<file path="src/rtl/mem_port_arbiter_pkg.sv">
// Shared encodings for the memory port arbiter: FSM states and port owner polarity.
// Owner values match the address mux select (0 = fetch PC, 1 = data address).
package mem_port_arbiter_pkg;

  typedef enum logic [1:0] {
    IDLE   = 2'd0,
    ACCESS = 2'd1,
    DONE   = 2'd2
  } state_t;

  localparam logic OWN_IF = 1'b0;
  localparam logic OWN_D  = 1'b1;

endpackage

</file>
<file path="src/rtl/mem_port_arbiter_latency_counter.sv">
// Loadable down-counter with zero flag, used to time the memory access latency.
module arb_latency_counter #(
  parameter int unsigned W = 2
) (
  input  logic         clk,
  input  logic         rst_n,
  input  logic         load,
  input  logic [W-1:0] load_val,
  input  logic         dec,
  output logic [W-1:0] cnt,
  output logic         zero
);

  always_ff @(posedge clk or negedge rst_n) begin
    if (!rst_n)
      cnt <= '0;
    else if (load)
      cnt <= load_val;
    else if (dec)
      cnt <= cnt - W'(1);
  end

  assign zero = (cnt == '0);

endmodule

</file>
<file path="src/rtl/mem_port_arbiter.sv">
// Shared memory port sequencer/arbiter for the multicycle MIPS datapath.
// Define ARB_RR_EN for round-robin arbitration; default is fixed data priority.
module mem_port_arbiter
  import mem_port_arbiter_pkg::*;
#(
  parameter int unsigned N   = 32,
  parameter int unsigned LAT = 2
) (
  input  logic         clk,
  input  logic         rst_n,
  input  logic         if_req,
  output logic         if_done,
  input  logic         d_req,
  input  logic         d_we,
  input  logic [N-1:0] d_wdata,
  output logic         d_done,
  output logic         addr_sel,
  output logic         ram_en,
  output logic         ram_we,
  output logic [N-1:0] ram_wdata,
  input  logic [N-1:0] ram_rdata,
  output logic [N-1:0] rdata,
  output logic         busy
);

  localparam int unsigned CW = $clog2(LAT + 1);
  localparam logic [CW-1:0] CNT_INIT = CW'(LAT - 1);

  state_t        state, state_n;
  logic          req_any;
  logic          grant_d;
  logic          we_l;
  logic          cnt_load, cnt_dec, cnt_zero;
  logic [CW-1:0] cnt;

  assign req_any = if_req | d_req;

`ifdef ARB_RR_EN
  logic rr_last;

  // On a tie the side that did not own the port last time wins.
  always_comb begin
    if (if_req && d_req)
      grant_d = (rr_last == OWN_IF);
    else
      grant_d = d_req;
  end

  always_ff @(posedge clk or negedge rst_n) begin
    if (!rst_n)
      rr_last <= OWN_IF;
    else if (state == IDLE && req_any)
      rr_last <= grant_d;
  end
`else
  assign grant_d = d_req;
`endif

  arb_latency_counter #(
    .W(CW)
  ) u_cnt (
    .clk     (clk),
    .rst_n   (rst_n),
    .load    (cnt_load),
    .load_val(CNT_INIT),
    .dec     (cnt_dec),
    .cnt     (cnt),
    .zero    (cnt_zero)
  );

  always_ff @(posedge clk or negedge rst_n) begin
    if (!rst_n)
      state <= IDLE;
    else
      state <= state_n;
  end

  // Memory strobes are decoded from state so an async reset drops them at once.
  always_comb begin
    state_n  = state;
    cnt_load = 1'b0;
    cnt_dec  = 1'b0;
    ram_en   = 1'b0;
    ram_we   = 1'b0;
    if_done  = 1'b0;
    d_done   = 1'b0;
    busy     = 1'b1;
    case (state)
      IDLE: begin
        busy = 1'b0;
        if (req_any) begin
          state_n  = ACCESS;
          cnt_load = 1'b1;
        end
      end
      ACCESS: begin
        ram_en = 1'b1;
        ram_we = (addr_sel == OWN_D) && we_l;
        if (cnt_zero)
          state_n = DONE;
        else
          cnt_dec = 1'b1;
      end
      DONE: begin
        if_done = (addr_sel == OWN_IF);
        d_done  = (addr_sel == OWN_D);
        state_n = IDLE;
      end
      default: begin
        busy    = 1'b0;
        state_n = IDLE;
      end
    endcase
  end

  always_ff @(posedge clk or negedge rst_n) begin
    if (!rst_n) begin
      addr_sel  <= OWN_IF;
      we_l      <= 1'b0;
      ram_wdata <= '0;
      rdata     <= '0;
    end else begin
      if (state == IDLE && req_any) begin
        addr_sel <= grant_d;
        if (grant_d == OWN_D) begin
          we_l      <= d_we;
          ram_wdata <= d_wdata;
        end
      end
      if (state == ACCESS && cnt_zero && !((addr_sel == OWN_D) && we_l))
        rdata <= ram_rdata;
    end
  end

endmodule

</file>
<file path="config.mk">
export PLATFORM = sky130hd
export DESIGN_NAME = mem_port_arbiter
export DESIGN_NICKNAME = d
export VERILOG_FILES = /design/src/rtl/mem_port_arbiter_pkg.sv /design/src/rtl/mem_port_arbiter_latency_counter.sv /design/src/rtl/mem_port_arbiter.sv
export SDC_FILE = /design/constraint.sdc
export NUM_CORES = 1
export LEC_CHECK = 0
export BUFFER_PORTS_ARGS = -buffer_cell sky130_fd_sc_hd__buf_2
export CAP_MARGIN = 20
export CORE_AREA = 2 2 85 87
export CTS_BUF_LIST = sky130_fd_sc_hd__clkbuf_4 sky130_fd_sc_hd__clkbuf_8
export DETAILED_ROUTE_END_ITERATION = 8
export DIE_AREA = 0 0 87 89
export PLACE_DENSITY = 0.89
export SLEW_MARGIN = 10
export SYNTH_ARGS = -nofsm -noshare
export SYNTH_HDL_FRONTEND = slang
export SYNTH_SLANG_ARGS = --single-unit
</file>
<file path="constraint.sdc">
create_clock -name clk -period 1.4 [get_ports clk]
set_input_delay 0.14 -clock clk [delete_from_list [all_inputs] [get_ports clk]]
set_output_delay 0.14 -clock clk [all_outputs]
set_load 0.005 [all_outputs]
</file>
==> summary.txt <==
Die
  • Area of the die: ~0.0077 mm²
  • Num rows: 30
  • Core area: 0.00672 mm²
  • Initial Utilization: between 40% and 50%
  • Ports: 139
  • Chip width: between 80 and 90 µm
  • Die H: slightly below 90 µm

Yosys
  • Async SR Flop Fraction: 100%
  • Syn Area/Cell: approximately 17 µm²
  • Synth top area cells: dfrtp_1 61%, mux2_4 15%, mux2_2 14%
  • Syn Inst Count: 170
  • Most common cell in the netlist: dfrtp_1
  • Synthesis-stage register bit count: 70
  • Main synth FF type: dfrtp_1
  • Most frequent cells after synthesis: 70 x dfrtp_1, 35 x mux2_2, 29 x mux2_4, 6 x buf_6
  • Net Count, Synth: 244
  • EDFF count, synth: 0
  • Syn Std Cell Area: roughly 0.0029 mm²
  • Ys Warns: 0
  • Synth area leader: dfrtp_1
  • Register area share after synthesis: approximately 61%
  • Post-synthesis cell type count: 20
  • Synth top area share: between 60% and 70%

Setup path
  • Worst path max stage delay: roughly 400 ps
  • CP arrival: 1730 ps
  • CP required: 1600 ps
  • Startpoint type of the worst setup path: register
  • CP endpoint kind: register
  • R2r setup slk: -140 ps
  • Slowest cell on the critical path: dfrtp_1
  • Buf+Inv Stages, Crit Path: 2
  • Crit Path Max Fanout: 29
  • Delay-heaviest family, CP: flip-flops
  • Reg2Reg Capture Point: rdata[10]
  • Reg2reg path depth: 6
  • Critical path class: register to register
  • Cells along the critical path: inv_2 -> ha_4 -> nand2_2 -> a21oi_4 -> buf_12 -> mux2_2
  • R2r startpoint: state[1]

Timing
  • Fmax: ~650 MHz
  • Final Hold Viols: 0
  • Tcrit/Tclk final: 110%
  • Worst slew pin tran: ~450 ps
  • Max Slew Vio Count: 0
  • Worst slew margin: 70.0%
  • Setup TNS: -5990 ps
  • Final Setup Violations: between 60 and 70
  • Final WS setup: -136 ps
  • Min Clock Period, post-route: roughly 1500 ps
  • Unrepaired setup endpoints after global routing: yes
  • Clock skew: approximately 12 ps
  • Final hold slack: around 35 ps

Global routing
  • Global-route wire length before repair: around 9.3 mm
  • Aggregate global-route resource usage: 15.6%
  • Global route total overflow: 0
  • Vias in the first global route: approximately 2,000
  • Initial antenna violation count: 0
  • Largest net degree at the start of global routing: 38

Layout
  • Layout Area Growth over Synthesis: 44.4%
  • Share of layout cells above drive strength 1: 75.0%
  • ANT cells: 0
  • Final instance area: between 0.004 and 0.005 mm²
  • Nets: 405

Pwr
  • P_sw: between 2 and 3 mW
  • Switching Share: approximately 29%
  • Maximum vdd drop: about 1100 µV
  • Pint: around 6.8 mW
  • PwrDens: about 2300 mW/mm²
  • Part of the power in registers: about 38%
  • Clock power share: between 20% and 30%
  • Gate power share: 41.5%
  • Static leakage: 2.16 nW
  • Power, Total: ~9.6 mW

Drt
  • Drt drc: 0
  • Drt first pass iters: 4
  • Routed length per instance: between 10 and 15 µm
  • ANT nets after route: 0
  • Via density: 4.72
  • WL final: 6.13 mm
  • Initial drt markers: 42
  • Vias: about 2,000

Hold path
  • Hold depth: 2
  • Hold EP: rdata[5]
  • Worst hold path type: primary input to register
  • Min-delay src: ram_rdata[5]

CTS
  • Clock-pin slew on the worst setup and hold paths: 80 ps
  • CTS Sinks: 70
  • CTS Root Cell: clkbuf_8
  • CTS HTree Levels: 3
  • Worst-Skew Late Latency: 330 ps
  • CTS Buffer Depth: 2
  • Num CTS Buffers: 9
  • CTS tree: yes

Placement
  • DP HPWL: roughly 4.6 mm
  • Input/output buffers: between 100 and 150
  • GPL Wtd Cong: 0.799
  • Dpl cell area: ~0.0038 mm²
  • Pre-CTS setup slack: -132 ps

Outcome
  • Status: finished with violations
  • Failing checks: setup timing

Run
  • Max Cap Violations: 0
## cells by family (layout without fill, tap and decap cells)
family	after synthesis	in the layout	share of synthesized area, %
adder cells (fa/ha/maj)	5	5	2.18
XOR/XNOR	1	1	0.305
flip-flops	70	70	61.0
buffers and inverters	11	177	3.01
AO/OA/AOI/OAI	6	6	1.74
multiplexers	66	66	29.7
AND/OR/NAND/NOR	11	11	2.05
## placed cells by master (no fill, tap or decap), types with 2 or more instances in the layout
master	n
mux2_1	2
buf_2	137
nor2_1	2
inv_2	4
nand2_1	3
ha_4	4
dfrtp_1	69
mux2_4	31
buf_12	4
mux2_2	33
clkbuf_8	10
buf_4	11
bufinv_16	3
buf_6	2
## power by group through the flow
stage | combinational (mW) | sequential (mW) | clock, mW
final | 3.98 | 3.63 | 1.97
after global routing | 4.34 | 3.77 | 2.13
after CTS | 3.88 | 3.64 | 2.03
after detailed placement | 3.79 | 3.63 | 0
after global placement | 3.61 | 3.60 | 0
after floorplan | 2.04 | 3.69 | 0
## registers in the layout, summed over array words and instances, names as in the netlist
register,count
ram_wdata,32
rdata,32
state,2
u_cnt.cnt,2
addr_sel,1
we_l,1
## metal layers
layer	global-route usage (%)	vias up	wire length [µm]
met1	18.6	956	2450
met3	3.32	7	415
met2	27.9	90	3210
met4	5.54	0	55
li1	-	910	-
met5	0	-	0
## final cells by class
class	count	area (µm²)
fill	551	2570
clock buffer	11	145
multi-input combinational	89	1110
inverter	5	18.8
sequential	70	1750
timing repair buffer	156	906
tap	80	100
clock inverter	5	106
## stage by stage
stage / utilization, % / instances
floorplan: - / 170
global placement: 56.1 / 395
detailed placement: 56.1 / 395
CTS: 60.7 / 414
global route: 61.7 / 416
finish: 61.7 / 416
## how the worst max path moves through the flow
stage	from	endpoint	slack, ps	cells past startpoint
after floorplan	state[1]	rdata[10]	-30	6
after global placement	state[1]	rdata[1]	-70	6
after detailed placement	state[1]	rdata[7]	-130	6
after CTS	state[1]	rdata[10]	-120	6
after global routing	state[1]	rdata[10]	-190	6
final	state[1]	rdata[10]	-140	6
## what timing repair did
| item | 4_1_cts | 5_1_grt |
|---|---|---|
| hold buffers | 1 | 0 |
| gates resized for setup | 10 | 6 |
| setup buffers | 2 | 1 |
| gates cloned | 0 | 1 |
| hold endpoints to repair | 70 | 0 |
| setup endpoints to repair | 69 | 71 |
| pin swaps | 2 | 0 |
Power figures use the tool's default switching activity.
